==> config.mk <==
export PLATFORM = sky130hd
export DESIGN_NAME = xmr_probe_arbiter_flat
export DESIGN_NICKNAME = d
export VERILOG_FILES = /design/src/rtl/xmr_probe_arbiter_if.sv /design/src/rtl/xmr_probe_arbiter.sv /design/src/flat_wrapper.sv
export SDC_FILE = /design/constraint.sdc
export NUM_CORES = 1
export LEC_CHECK = 0
export CORE_MARGIN = 1
export CORE_UTILIZATION = 46
export CTS_CLUSTER_DIAMETER = 200
export DETAILED_ROUTE_END_ITERATION = 10
export PLACE_DENSITY_LB_ADDON = 0.08
export SYNTH_ARGS = -nofsm -noshare
export SYNTH_HDL_FRONTEND = slang
export SYNTH_SLANG_ARGS = --single-unit
==> constraint.sdc <==
create_clock -name clk -period 3.4 [get_ports clk]
set_input_delay 0.68 -clock clk [delete_from_list [all_inputs] [get_ports clk]]
set_output_delay 0.68 -clock clk [all_outputs]
set_load 0.02 [all_outputs]
==> src/rtl/xmr_probe_arbiter_if.sv <==
// Handshake bundle between the probe arbiter, its requesters and the exported-signal probe mux.
// The arbiter connects through the slave modport; clients and the probe mux drive the master side.
interface xmr_probe_arbiter_if #(
    parameter int NUM_REQ = 4,
    parameter int SEL_W   = 4,
    parameter int DATA_W  = 8
);
    logic [NUM_REQ-1:0]       req_valid;
    logic [NUM_REQ*SEL_W-1:0] req_sel;
    logic [NUM_REQ-1:0]       req_ready;
    logic [NUM_REQ-1:0]       rsp_valid;
    logic [NUM_REQ-1:0]       rsp_ready;
    logic [DATA_W-1:0]        rsp_data;
    logic                     rsp_err;
    logic                     probe_en;
    logic [SEL_W-1:0]         probe_sel;
    logic                     probe_ack;
    logic [DATA_W-1:0]        probe_data;
    logic                     busy;

    modport slave (
        input  req_valid, req_sel, rsp_ready, probe_ack, probe_data,
        output req_ready, rsp_valid, rsp_data, rsp_err, probe_en, probe_sel, busy
    );

    modport master (
        output req_valid, req_sel, rsp_ready, probe_ack, probe_data,
        input  req_ready, rsp_valid, rsp_data, rsp_err, probe_en, probe_sel, busy
    );
endinterface

==> src/rtl/xmr_probe_arbiter.sv <==
// Round-robin arbiter serialising NUM_REQ requesters onto one exported-signal probe port.
// Define XMR_PROBE_TIMEOUT_EN to abort a probe after TIMEOUT silent WAIT cycles (rsp_err=1).
//
// state | meaning
// IDLE  | no transaction; pick next requester round-robin after rr_ptr
// GRANT | req_ready pulse to the granted requester
// ISSUE | probe_en strobe with the latched select
// WAIT  | waiting for probe_ack (or timeout when enabled)
// RESP  | rsp_valid held to the granted requester until its rsp_ready
module xmr_probe_arbiter #(
    parameter int NUM_REQ = 4,
    parameter int SEL_W   = 4,
    parameter int DATA_W  = 8,
    parameter int TIMEOUT = 15
) (
    input  logic               clk,
    input  logic               rst_n,
    xmr_probe_arbiter_if.slave bus
);
    localparam int IDX_W = $clog2(NUM_REQ);
    localparam logic [NUM_REQ-1:0] ONE_HOT0 = {{(NUM_REQ-1){1'b0}}, 1'b1};

    typedef enum logic [2:0] {IDLE, GRANT, ISSUE, WAIT, RESP} state_t;

    state_t              state;
    logic [IDX_W-1:0]    rr_ptr;
    logic [IDX_W-1:0]    gnt;
    logic [IDX_W-1:0]    pick;
    logic                pick_valid;
    logic [NUM_REQ-1:0]  req_ready_q;
    logic [NUM_REQ-1:0]  rsp_valid_q;
    logic [DATA_W-1:0]   rsp_data_q;
    logic                probe_en_q;
    logic [SEL_W-1:0]    probe_sel_q;

`ifdef XMR_PROBE_TIMEOUT_EN
    localparam int CNT_W = $clog2(TIMEOUT + 1);
    localparam logic [CNT_W-1:0] CNT_LAST = CNT_W'(TIMEOUT - 1);
    logic [CNT_W-1:0] wait_cnt;
    logic             rsp_err_q;
    assign bus.rsp_err = rsp_err_q;
`else
    assign bus.rsp_err = 1'b0;
`endif

    // Descending search so the nearest set bit after rr_ptr is the last one written.
    always_comb begin
        pick       = rr_ptr;
        pick_valid = 1'b0;
        for (int k = NUM_REQ; k >= 1; k--) begin
            if (bus.req_valid[(int'(rr_ptr) + k) % NUM_REQ]) begin
                pick       = IDX_W'((int'(rr_ptr) + k) % NUM_REQ);
                pick_valid = 1'b1;
            end
        end
    end

    always_ff @(posedge clk or negedge rst_n) begin
        if (!rst_n) begin
            state       <= IDLE;
            rr_ptr      <= IDX_W'(NUM_REQ - 1);
            gnt         <= '0;
            req_ready_q <= '0;
            rsp_valid_q <= '0;
            rsp_data_q  <= '0;
            probe_en_q  <= 1'b0;
            probe_sel_q <= '0;
`ifdef XMR_PROBE_TIMEOUT_EN
            wait_cnt    <= '0;
            rsp_err_q   <= 1'b0;
`endif
        end else begin
            case (state)
                IDLE: begin
                    if (pick_valid) begin
                        gnt         <= pick;
                        probe_sel_q <= bus.req_sel[int'(pick)*SEL_W +: SEL_W];
                        req_ready_q <= ONE_HOT0 << pick;
                        state       <= GRANT;
                    end
                end
                GRANT: begin
                    req_ready_q <= '0;
                    probe_en_q  <= 1'b1;
                    state       <= ISSUE;
                end
                ISSUE: begin
                    probe_en_q <= 1'b0;
`ifdef XMR_PROBE_TIMEOUT_EN
                    wait_cnt   <= '0;
`endif
                    state      <= WAIT;
                end
                WAIT: begin
                    if (bus.probe_ack) begin
                        rsp_data_q  <= bus.probe_data;
                        rsp_valid_q <= ONE_HOT0 << gnt;
`ifdef XMR_PROBE_TIMEOUT_EN
                        rsp_err_q   <= 1'b0;
`endif
                        state       <= RESP;
`ifdef XMR_PROBE_TIMEOUT_EN
                    end else if (wait_cnt == CNT_LAST) begin
                        rsp_data_q  <= '1;
                        rsp_err_q   <= 1'b1;
                        rsp_valid_q <= ONE_HOT0 << gnt;
                        state       <= RESP;
                    end else begin
                        wait_cnt <= wait_cnt + 1'b1;
`endif
                    end
                end
                RESP: begin
                    if (bus.rsp_ready[gnt]) begin
                        rsp_valid_q <= '0;
                        rr_ptr      <= gnt;
                        state       <= IDLE;
                    end
                end
                default: state <= IDLE;
            endcase
        end
    end

    assign bus.req_ready = req_ready_q;
    assign bus.rsp_valid = rsp_valid_q;
    assign bus.rsp_data  = rsp_data_q;
    assign bus.probe_en  = probe_en_q;
    assign bus.probe_sel = probe_sel_q;
    assign bus.busy      = (state != IDLE);
endmodule

==> src/flat_wrapper.sv <==
// flat-port wrapper written by rule: the top's interface ports become plain ports
module xmr_probe_arbiter_flat 
#(
    parameter int NUM_REQ = 4,
    parameter int SEL_W   = 4,
    parameter int DATA_W  = 8,
    parameter int TIMEOUT = 15
)
  (clk, rst_n, bus_req_valid, bus_req_sel, bus_rsp_ready, bus_probe_ack, bus_probe_data, bus_req_ready, bus_rsp_valid, bus_rsp_data, bus_rsp_err, bus_probe_en, bus_probe_sel, bus_busy);
  xmr_probe_arbiter_if #(.NUM_REQ(NUM_REQ), .SEL_W(SEL_W), .DATA_W(DATA_W)) bus_i ();
  input  logic clk;
  input  logic rst_n;
  input wire logic [$bits(bus_i.req_valid)-1:0] bus_req_valid;
  input wire logic [$bits(bus_i.req_sel)-1:0] bus_req_sel;
  input wire logic [$bits(bus_i.rsp_ready)-1:0] bus_rsp_ready;
  input wire logic [$bits(bus_i.probe_ack)-1:0] bus_probe_ack;
  input wire logic [$bits(bus_i.probe_data)-1:0] bus_probe_data;
  output wire logic [$bits(bus_i.req_ready)-1:0] bus_req_ready;
  output wire logic [$bits(bus_i.rsp_valid)-1:0] bus_rsp_valid;
  output wire logic [$bits(bus_i.rsp_data)-1:0] bus_rsp_data;
  output wire logic [$bits(bus_i.rsp_err)-1:0] bus_rsp_err;
  output wire logic [$bits(bus_i.probe_en)-1:0] bus_probe_en;
  output wire logic [$bits(bus_i.probe_sel)-1:0] bus_probe_sel;
  output wire logic [$bits(bus_i.busy)-1:0] bus_busy;
  assign bus_i.req_valid = bus_req_valid;
  assign bus_i.req_sel = bus_req_sel;
  assign bus_i.rsp_ready = bus_rsp_ready;
  assign bus_i.probe_ack = bus_probe_ack;
  assign bus_i.probe_data = bus_probe_data;
  assign bus_req_ready = bus_i.req_ready;
  assign bus_rsp_valid = bus_i.rsp_valid;
  assign bus_rsp_data = bus_i.rsp_data;
  assign bus_rsp_err = bus_i.rsp_err;
  assign bus_probe_en = bus_i.probe_en;
  assign bus_probe_sel = bus_i.probe_sel;
  assign bus_busy = bus_i.busy;
  xmr_probe_arbiter #(.NUM_REQ(NUM_REQ), .SEL_W(SEL_W), .DATA_W(DATA_W), .TIMEOUT(TIMEOUT)) u_core (.clk(clk), .rst_n(rst_n), .bus(bus_i));
endmodule
# Word-level counts from Yosys, hierarchy flattened
# Cells that the tools add are included.
[word_totals] regBits=28 inputBits=35
[op_classes] n_addsub=4 magnitude_cmp=5 eq_ne=7 shifts=3 muxes=32 n_bitwise=4 n_reduce_logical=15
[op_table] operator="$lt 3x4->1 const B" n=4
[op_table] operator="$pmux 4 s2" n=2
[op_table] operator="$shiftx 16x5->4" n=1
[op_table] operator="$pmux 3 s5" n=1
[op_table] operator="$mux 1" n=13
[op_table] operator="$mux 4" n=3
[op_table] operator="$bmux 1 s2" n=5
[op_table] operator="$mux 3" n=3
[op_table] operator="$mux 2" n=4
[op_table] operator="$reduce_and 2->1" n=4
[op_table] operator="$reduce_or 2->1" n=4
[op_table] operator="$shl 1x2->4 const A" n=2
[op_table] operator="$eq 3x2->1 const B" n=2
[op_table] operator="$reduce_and 3->1" n=2
[op_table] operator="$reduce_bool 2->1" n=3
[op_table] operator="$add 2x1->2 const B" n=2
[op_table] operator="$add 2x2->2 const B" n=2
[op_table] operator="$and 1x1->1 const A" n=4
[op_table] operator="$ne 2x1->1 const B" n=2
[op_table] operator="$eq 3x1->1 const B" n=1
[op_table] operator="$eq 3x3->1 const B" n=1
[op_table] operator="$logic_not 3->1" n=1
[op_table] operator="$lt 2x3->1 const B" n=1
[op_table] operator="$reduce_bool 3->1" n=1
[op_table] operator="2 further kinds" n=2

# Depth between registers and ports, before layout
[depth] word_depth=13 mapped_depth=7 ltp_nobuf=5

# Worst setup path after synthesis
# OpenSTA, ideal clock, no wires.
[synth_timing] kind="input to register" start="input port bus_req_valid[2]" end="register u_core.req_ready_q[1], in the netlist u_core.bus.req_ready[1]" arrival_time_ns=1.607 t_required_ns=3.279 slack_ns=1.672 path_stages=5 path_buffers=1 cell_sequence="nor4_4 > nor2_8 > and2_1 > buf_2 > a22o_1"
[synth_via] elab_chain_len=10 word_cells_on_any_way=25 cone_classes="eq/ne (1); shift (1); mux (22); reduce/logical (1)"
[synth_rtl] element="from (decl)" line_no="flat_wrapper.sv:13" rtl="input wire logic [$bits(bus_i.req_valid)-1:0] bus_req_valid;"
[synth_rtl] element="$bmux 1 s2" line_no="xmr_probe_arbiter.sv:51" rtl="if (bus.req_valid[(int'(rr_ptr) + k) % NUM_REQ]) begin"
[synth_rtl] element="$mux 1 (not written as such) (2 in series)" line_no="xmr_probe_arbiter.sv:51"
[synth_rtl] element="$mux 2 (4 in series)" line_no="xmr_probe_arbiter.sv:51"
[synth_rtl] element="$shl 1x2->4" line_no="xmr_probe_arbiter.sv:78" rtl="req_ready_q <= ONE_HOT0 << pick;"
[synth_rtl] element="$mux 4" line_no="xmr_probe_arbiter.sv:75" rtl="if (pick_valid) begin"
[synth_rtl] element="$pmux 4 s2" line_no="xmr_probe_arbiter.sv:73" rtl="case (state)"
[synth_rtl] element="to (signal assigned)" line_no="xmr_probe_arbiter.sv:78"
[synth_rtl] element="to (decl)" line_no="xmr_probe_arbiter.sv:30" rtl="logic [NUM_REQ-1:0] req_ready_q;"
# Several ways; a longest one is shown, not always the timed one. The select of a mux whose other input is x is not followed.
# A chain may end at the register's enable or synchronous reset.

# Worst setup path in the final report
[layout_timing] start="register u_core.state[0]" end="output port bus_busy"
[layout_via] elab_chain_len=1
[layout_rtl] element="from (decl)" line_no="xmr_probe_arbiter.sv:25" rtl="state_t state;"
[layout_rtl] element="from (signal assigned)" line_no="xmr_probe_arbiter.sv:60" rtl="state <= IDLE;"
[layout_rtl] element="from (signal assigned)" line_no="xmr_probe_arbiter.sv:79" rtl="state <= GRANT;"
[layout_rtl] element="from (signal assigned)" line_no="xmr_probe_arbiter.sv:85" rtl="state <= ISSUE;"
[layout_rtl] element="$reduce_bool 3->1" line_no="xmr_probe_arbiter.sv:130" rtl="assign bus.busy = (state != IDLE);"
[layout_rtl] element="to (decl)" line_no="flat_wrapper.sv:24" rtl="output wire logic [$bits(bus_i.busy)-1:0] bus_busy;"
# No other way between the ends.

==> metrics.txt <==
final WL=3.15 mm; Clock Sinks=28; CP endpoint kind=output pin; total power=1.64 mW; Post-DRT Antenna Nets=0; Total Neg Setup Slack=0 ps; Antenna diodes=0; Resize count post-CTS=0; hold crit path type=flop to flop; Area Overhead vs Synth=42.1%; drt first-iter violations=48; hold-fix buffer count after cts=0; number of flops mapped to enable cells by yosys=0; vias=1198; Clock Skew=~2.0 ps; fin. max-slew vios=0; Die ar.=~0.0033 mm^2; GPL Wtd Cong=slightly below 0.8; critical path class=flop to output pin; Worst Path Arrival=approximately 1800 ps; Ys Warns=0; Starting Density=about half; reg2reg setup slack=around 1500 ps; slack of the critical path=897 ps; synthesized area=approximately 0.0014 mm^2; clock-pin slew on the worst setup and hold paths=roughly 140 ps; crit share post-route=between 70 and 80%; I/O pin count=58; Synth Instances=138; commonest cells after routing, fill and taps aside=clkdlybuf4s50_1, nand2_1, dfrtp_1, nor2_1, a211oi_1; total CTS buffers=3; Die X=57.4 um; Critical Path Max Stage Delay=550 ps; FFs w/ async S/R, synth=100%; Placed Area=around 0.0020 mm^2; Port Buffers=between 50 and 60; Crit-path slowest cell=clkdlybuf4s50_1; outcome=finished with violations; syn_area_per_cell=slightly above 10 um^2; Most used DFF post-synth=dfrtp_1; Synth Register Bits=28; RSZ-0062 raised after global routing=false; number of global-route vias before repair=around 1200; setup bufs post-CTS=0; H-tree levels=1; Yosys cell types=37; Period minus WS final=around 2500 ps; Post-Syn Nets=173; Seq/Total Area, Yosys=about 50%; layout cell share with drive strength beyond 1=a little over 8%; CTS root buffer=clkbuf_4; pwr dens=approximately 820 mW/mm^2; Slew HR=~55%; die height=between 50 and 60 um; DRC Markers=2; routed vias/inst=~5.3; CP Cell Sequence=or3_4, clkdlybuf4s50_1; max_cap viols=0; Peak Freq=400 MHz; final design utilization=a little over two thirds; nets=approximately 230; Setup Viol. Count Final=0; Critical Path RT=between 2000 and 3000 ps; Skew-Pair Late Insertion Delay=about 330 ps; total grt overflow=0; final hold vios=0; critical path peak fanout=7; startpoint types=flop; global-route wire length before repair=5.35 mm; CTS tree=yes; maximum VDD drop=about 600 uV; static leakage=about 0.85 nW; drt wl/cell=around 14 um; worst slew pin tran=667 ps; CTS max path bufs=2; Final Instance Area=approximately 0.0020 mm^2; overall routing resource usage=a little over a fifth; initial antenna violation count=0; cell row count=19; failing checks=design-rule violations; Core Region=between 0.002 and 0.003 mm^2; Initial DRT Pass Iterations=7; Place WS=between 900 and 1000 ps; detailed placement HPWL=~2.4 mm; largest net degree at the start of global routing=29; commonest non-fill, non-tap cell in the layout=clkdlybuf4s50_1
==> critical path, delay by kind of cell, from the launching register on <==
kind                   cells  cell delay [ps]
buffers and inverters      1              550
and+or+nand+nor            1              460
DFF                        1              480
==> final cells by class <==
type                       count  area [um^2]
clock buffer                   4         36.3
multi-input combinational    102          649
timing repair buffer          57          568
sequential                    28          703
inverter                       2         7.51
fill                         230          826
tap                           31         38.8
==> logic make-up (layout without fill, tap and decap cells) <==
family | count (synthesis) | after routing | synth area share [%]
buf+inv | 8 | 63 | 4.08
compound gates | 33 | 33 | 17.9
simple gates | 61 | 61 | 21.9
other cells | 1 | 1 | 0.266
flops | 28 | 28 | 49.9
mux | 7 | 7 | 5.94
==> registers in the layout (all words and copies together) (netlist names) <==
signal                cells
u_core.bus.probe_sel      4
u_core.bus.rsp_valid      4
u_core.rr_ptr             2
u_core.state              3
u_core.bus.req_ready      4
u_core.bus.rsp_data       8
u_core.gnt                2
u_core.bus.probe_en       1
==> power by group <==
part | internal [mW] | total, mW | switching [mW]
logic | 0.420 | 0.865 | 0.445
registers | 0.489 | 0.612 | 0.123
clock network | 0.0657 | 0.161 | 0.0954
total | 0.974 | 1.64 | 0.664
==> synth_stat cells (2+ instances only) <==
library cell / instances / area, um^2
a211oi_1: 8 / 60.1
a21o_1: 2 / 15.0
a21oi_1: 3 / 15.0
a22o_1: 4 / 35.0
a32o_1: 2 / 20.0
and2_1: 3 / 18.8
and3_1: 4 / 25.0
buf_6: 3 / 33.8
dfrtp_1: 26 / 651
dfstp_2: 2 / 52.6
inv_1: 2 / 7.51
mux2i_1: 5 / 50.1
nand2_1: 30 / 113
nand2b_1: 3 / 18.8
nand3_1: 2 / 10.0
nor2_1: 12 / 45.0
o21ai_0: 7 / 35.0
==> layer usage <==
layer  part of all wire, %  GRT usage (%)
met1                    42           26.4
met5                     0              0
met4                   1.2           5.92
met3                   5.9           5.90
met2                    51           35.0
==> worst paths after layout <==
kind	from	end	cells after the start
worst max-delay path	u_core.state[0]	bus_busy	2
worst min-delay path	u_core.bus.rsp_data[0]	u_core.bus.rsp_data[0]	2
worst max register to register	u_core.rr_ptr[1]	u_core.bus.probe_sel[1]	5
worst min register to register	u_core.bus.rsp_data[0]	u_core.bus.rsp_data[0]	2
max in group asynchronous	rst_n	u_core.rr_ptr[1]	2
min in group asynchronous	rst_n	u_core.bus.probe_en	2
==> stage by stage <==
| stage | hold WS (ps) | instances |
|---|---|---|
| global placement | 457 | 220 |
| floorplan | 384 | 138 |
| detailed placement | 462 | 220 |
| global route | 525 | 224 |
| finish | 490 | 224 |
| CTS | 496 | 224 |
No activity file was read; power rests on OpenSTA's default activity.
==> patch 1, RTL diff (config.mk and constraints unchanged) <==
The 5 states of `state_t` get a one-hot encoding in 5 bits.
--- a/src/rtl/xmr_probe_arbiter.sv
+++ b/src/rtl/xmr_probe_arbiter.sv
@@ -22,3 +22,3 @@
 
-    typedef enum logic [2:0] {IDLE, GRANT, ISSUE, WAIT, RESP} state_t;
+    typedef enum logic [4:0] {IDLE = 5'b00001, GRANT = 5'b00010, ISSUE = 5'b00100, WAIT = 5'b01000, RESP = 5'b10000} state_t;
 
Behaviour: same outputs for any inputs over 4 cycles, from zero or initial values and one cycle with rst_n low; so few cycles prove little.
==> patch 1 against the unedited design <==
- wire length increased by 18%
- via count increased by 19%
- core utilization increased by 0.98 points
- total power increased by 17%
- synthesized area increased by 7.1%
- worst setup slack improved by 0.065 ns
- sequential cell count increased by 2
- combinational power increased by 3.4%
- fmax increased by 2.7%
- critical path depth increased by 4
- sequential share of layout area decreased by 0.96 points
- cell area increased by 10%
- clock skew increased by 0.0073 ns
==> patch 1: results (changes against the unedited design) <==
Finish
  • Clock network area share: 5.04% (+3.2 points)
  • Non-Filler Instances: 265 (+18%)
  • Multi-input gate area: 706 sq um (+8.7%)
  • Fraction of area in registers: 34.1% (-0.96 points)
  • CLK BUF: 6 (+2)
  • Inverters: 4 (+2)
  • Non-clock buffer share: 25.7% (-2.6 points)
  • Reg area: 754 sq um (+7.3%)
  • # fillers: 237 (+3.0%)
  • Layout cells sized above 1: 9.50% (+1.2 points)
  • Multi-input gates: 122 (+20%)

Status
  • Status: completed

CTS
  • Worst-path clk slew: 0.09 ns (-0.05 ns)
  • Inserted Clock Buffers: 5 (+2)
  • Worst skew pair latency: 0.33 ns (about the same)
  • H-tree depth: 2 (+1)

Yosys
  • Top cells by count, synth: nand2_1 (45), dfrtp_1 (27), nor2_1 (8)
  • Mux contribution to synthesized area: 5.63% (-0.31 points)
  • Sequential-to-total area share from yosys stat: 50.0% (+0.092 points)
  • Post-synthesis average cell area: 9.44 sq um (-7.6%)
  • Synth Area in XOR/XNOR: 0.580% (+0.58 points)
  • Area fraction in compound gates after synthesis: 15.2% (-2.7 points)
  • Synth area leaders: dfrtp_1 (45%), nand2_1 (11%), dfstp_2 (5.2%)
  • Post-synthesis adder-cell area fraction: 0% (unchanged)

Route
  • DRC errors left: 0 (-2)
  • WL final: 3710 um (+18%)
  • Detailed Routing Iterations Pass 1: 4 (-3)
  • M1 WL: 1450 um (+8.9%)
  • Met3 WL: 261 um (+40%)
  • Vias per std cell: 5.37 (+0.33%)

GRT
  • Initial antenna violation count: 0 (unchanged)
  • Gr usage total: 23.9% (+3.1 points)
  • Vias in the first global route: 1,382 (+11%)
  • Largest net degree at the start of global routing: 31 (+6.9%)

Worst setup path
  • Worst r2r dst: u_core.bus.probe_sel[2]$_DFFE_PN0P_
  • CP endpoint: u_core.bus.probe_sel[2]$_DFFE_PN0P_
  • Reg2Reg Setup Slack: 1.30 ns (-0.19 ns)
  • Largest delay share family, worst path: simple AND/OR/NAND/NOR gates
  • Critical path arrival: 2.64 ns (+0.82 ns)
  • Crit path max fanout: 10 (+3)
  • CP startpoint: bus_req_valid[3]

Placed design
  • Pre-CTS setup slack: 0.667 ns (-0.257 ns)
  • HPWL Detailed: 2720 um (+12%)
  • Cells after DPL: 257 (+17%)
  • Dpl cell area: 2100 sq um (+6.7%)
  • GPL Wtd Cong: 0.836 (+6.1%)

Power and ir drop
  • P_int: 1.19 mW (+22%)
  • Leakage power figure: 0.962 nW (+13%)
  • Max VDD drop: 0.000401 V (-33%)

Floorplanning
  • Row Count: 20 (+1)

Worst hold path
  • Hold path endpoint: u_core.bus.rsp_valid[3]$_DFFE_PN0P_
  • Critical hold path startpoint: u_core.bus.rsp_valid[3]$_DFFE_PN0P_
  • Worst Hold Class: reg -> reg

STA
  • Worst slew pin tran: 0.653 ns (-0.0136 ns)
  • Hold Slack: 0.476 ns (-0.0136 ns)
  • Tcrit/Tclk final: 71.7% (-1.9 points)
  • Worst Skew: 0.00933 ns (+0.00734 ns)
==> patch 1: cell types whose count changed after synthesis, moves of 3 or more <==
| cell | change |
|---|---|
| nand3_1 | +3 |
| a2111oi_0 | +6 |
| a22o_1 | -4 |
| nor2_1 | -4 |
| a211oi_1 | -8 |
| nand2_1 | +15 |
| nor3_1 | +5 |
| a21oi_1 | +3 |
| and3_1 | -3 |
==> patch 1: routing by layer <==
metal  GRT usage [%]  vias up
li1                -      685
met1            25.4      663
met2            43.5       65
met3            8.52        9
met4            8.16        0
met5               0        -
==> patch 1: power groups by stage <==
stage / clock (mW) / combinational (mW) / sequential, mW
final: 0.368 / 0.894 / 0.652
after global routing: 0.397 / 0.973 / 0.669
after CTS: 0.376 / 0.900 / 0.651
after detailed placement: 0 / 0.892 / 0.655
after global placement: 0 / 0.864 / 0.653
after floorplan: 0 / 0.386 / 0.776
==> patch 2, RTL diff (same settings) <==
Without the edit above. `NUM_REQ` is set to 4 in 3 places; all go to 2.
--- a/src/rtl/xmr_probe_arbiter_if.sv
+++ b/src/rtl/xmr_probe_arbiter_if.sv
@@ -3,3 +3,3 @@
 interface xmr_probe_arbiter_if #(
-    parameter int NUM_REQ = 4,
+    parameter int NUM_REQ = 2,
     parameter int SEL_W   = 4,
--- a/src/rtl/xmr_probe_arbiter.sv
+++ b/src/rtl/xmr_probe_arbiter.sv
@@ -10,3 +10,3 @@
 module xmr_probe_arbiter #(
-    parameter int NUM_REQ = 4,
+    parameter int NUM_REQ = 2,
     parameter int SEL_W   = 4,
--- a/src/flat_wrapper.sv
+++ b/src/flat_wrapper.sv
@@ -3,3 +3,3 @@
 #(
-    parameter int NUM_REQ = 4,
+    parameter int NUM_REQ = 2,
     parameter int SEL_W   = 4,
Interface: changed (5 resized); port bits go from 58 to 42. The function was not compared with the original's and may differ.
==> patch 2 against the unedited design <==
- cell count decreased by 27%
- cell area decreased by 25%
- sequential cell count decreased by 6
- worst setup slack got worse by 0.077 ns
- critical path depth increased by 1
- combinational power decreased by 25%
- wire length decreased by 25%
- total power decreased by 17%
- critical endpoint unchanged
- global-route usage increased by 0.55 points
- synthesized area decreased by 25%
==> patch 2: results (changes against the unedited design) <==
STA
  • Worst Skew: 0.00476 ns (+0.00277 ns)
  • Fin Setup TNS: 0 ns (unchanged)
  • Worst slew pin tran: 0.969 ns (+0.303 ns)

Yosys
  • Synth cell types: 31 (-16%)
  • Syn_nets: 121 (-30%)
  • Sequential-to-total area share from yosys stat: 52.2% (+2.3 points)
  • Post-synth ARST share: 100% (unchanged)
  • YS warnings: 0 (unchanged)
  • Synth area leaders: dfrtp_1 (50%), mux2_2 (8.5%), o21ai_0 (5.7%)
  • Top cells by count, synth: dfrtp_1 (21), o21ai_0 (12), a21oi_1 (9)

Route
  • Detailed Routing Iterations Pass 1: 4 (-3)
  • M1 WL: 1010 um (-24%)
  • Initial DRC count: 21 (-56%)
  • Post-DR wirelength/cell: 14.4 um (+2.1%)
  • DR WL met2: 1170 um (-26%)
  • Vias per std cell: 5.52 (+3.2%)
  • Top Layer Used: met4
  • Met3 WL: 109 um (-41%)

GRT
  • First-pass GRT wire length: 3910 um (-27%)
  • Initial antenna violation count: 0 (unchanged)
  • Largest net degree at the start of global routing: 23 (-21%)
  • M1 GR Usage: 26.5% (+0.16 points)
  • Gr usage total: 21.4% (+0.55 points)
  • Met3 GRT Util: 3.40% (-2.5 points)
  • Met2 Usage GRT: 35.6% (+0.54 points)
  • Vias in the first global route: 897 (-28%)

Worst setup path
  • Crit path max fanout: 13 (+6)
  • Cell depth of the worst flop-to-flop path: 4 (-1)
  • Critical path arrival: 1.90 ns (+0.08 ns)
  • Worst path max stage delay: 0.57 ns (+0.02 ns)
  • CP max stage cell: dfrtp_1

CTS
  • CTS resizes: 0 (unchanged)
  • Worst-path clk slew: ~0.13 ns
  • Max Root-Sink Buffers: 2 (unchanged)
  • Worst skew pair latency: 0.31 ns (-0.02 ns)
  • Setup repair bufs after CTS: 0 (unchanged)
  • H-tree depth: 1 (unchanged)
  • Inserted Clock Buffers: 3 (unchanged)

Power and ir drop
  • P_int: 0.845 mW (-13%)
  • Max VDD drop: 0.000568 V (-4.7%)
  • Leakage power figure: 0.612 nW (-28%)

Placed design
  • Pre-CTS setup slack: 1.19 ns (+0.268 ns)
  • I/O Buffers: 40 (-29%)
  • GPL Wtd Cong: 0.787 (-0.13%)
  • HPWL Detailed: 1750 um (-28%)

Worst hold path
  • Worst Hold Class: reg -> reg
  • Worst Hold Path Cells: 1 (-1)

Finish
  • Max reg flops: 8 (unchanged)
  • # fillers: 148 (-36%)
  • N_diodes: 0 (unchanged)
  • Layout cells sized above 1: 14.6% (+6.3 points)
  • Nets: 161 (-30%)

Status
  • Status: completed
[patch 2: changes by cell type after synthesis, sizes merged, moves of 3 or more]
| cell | unedited run | this run |
|---|---|---|
| a211oi | 8 | 0 |
| a21oi | 3 | 9 |
| a22o | 4 | 0 |
| a31oi | 0 | 5 |
| and3 | 4 | 1 |
| dfrtp | 26 | 21 |
| mux2 | 1 | 8 |
| mux2i | 5 | 0 |
| nand2 | 30 | 4 |
| nand2b | 3 | 0 |
| nor2 | 13 | 7 |
| o21ai | 9 | 14 |
[patch 2: logic make-up after synthesis]
logic type	count (synthesis)	synth area share [%]
compound gates	33	17.9
buf+inv	9	5.68
flops	22	52.2
mux	8	8.52
other cells	1	0.355
simple gates	25	15.4
[patch 2: cell type report]
type                            count  share of cell area, %
Tap cell                           27                   2.25
Timing Repair Buffer               40                   26.7
Clock inverter                      1                   2.00
Inverter                            4                   1.00
Sequential cell                    22                   36.8
Clock buffer                        3                   1.50
Multi-Input combinational cell     67                   29.7
[patch 2: critical path, delay by kind of cell (launching register included)]
family                 cells  cell delay, ns
buffers and inverters      2            0.64
DFF                        1            0.57
and+or+nand+nor            1            0.37
[patch 2: worst paths after layout]
kind / startpoint / endpoint / slack, ns
setup reg to reg: u_core.state[0]$_DFFE_PN0P_ / u_core.bus.probe_sel[2]$_DFFE_PN0P_ / 1.92
setup / recovery: u_core.state[0]$_DFFE_PN0P_ / bus_busy / 0.82
min in group asynchronous: rst_n / u_core.bus.rsp_data[5]$_DFFE_PN0P_ / 0.89
hold / removal: u_core.bus.rsp_data[7]$_DFFE_PN0P_ / u_core.bus.rsp_data[7]$_DFFE_PN0P_ / 0.52
max in group asynchronous: rst_n / u_core.bus.probe_sel[2]$_DFFE_PN0P_ / 1.93
hold reg to reg: u_core.bus.rsp_data[7]$_DFFE_PN0P_ / u_core.bus.rsp_data[7]$_DFFE_PN0P_ / 0.52
[patch 2: through the flow]
stage | std cells | power (mW) | hold slack, ns | utilization (%) | area (sq um)
global placement | 160 | 1.15 | 0.487 | 70.1 | 1450
CTS | 164 | 1.38 | 0.523 | 72.7 | 1500
detailed placement | 160 | 1.17 | 0.494 | 70.1 | 1450
global route | 164 | 1.45 | 0.538 | 72.7 | 1500
finish | 164 | 1.36 | 0.519 | 72.7 | 1500
floorplan | 98 | 0.895 | 0.384 | - | 1060
[patch 2: power groups by stage]
stage                     combinational, mW  sequential [mW]  clock, mW
final                                 0.645            0.514      0.203
after global placement                0.639            0.509          0
after CTS                             0.653            0.515      0.208
after detailed placement              0.646            0.520          0
after floorplan                       0.304            0.591          0
after global routing                  0.695            0.536      0.218
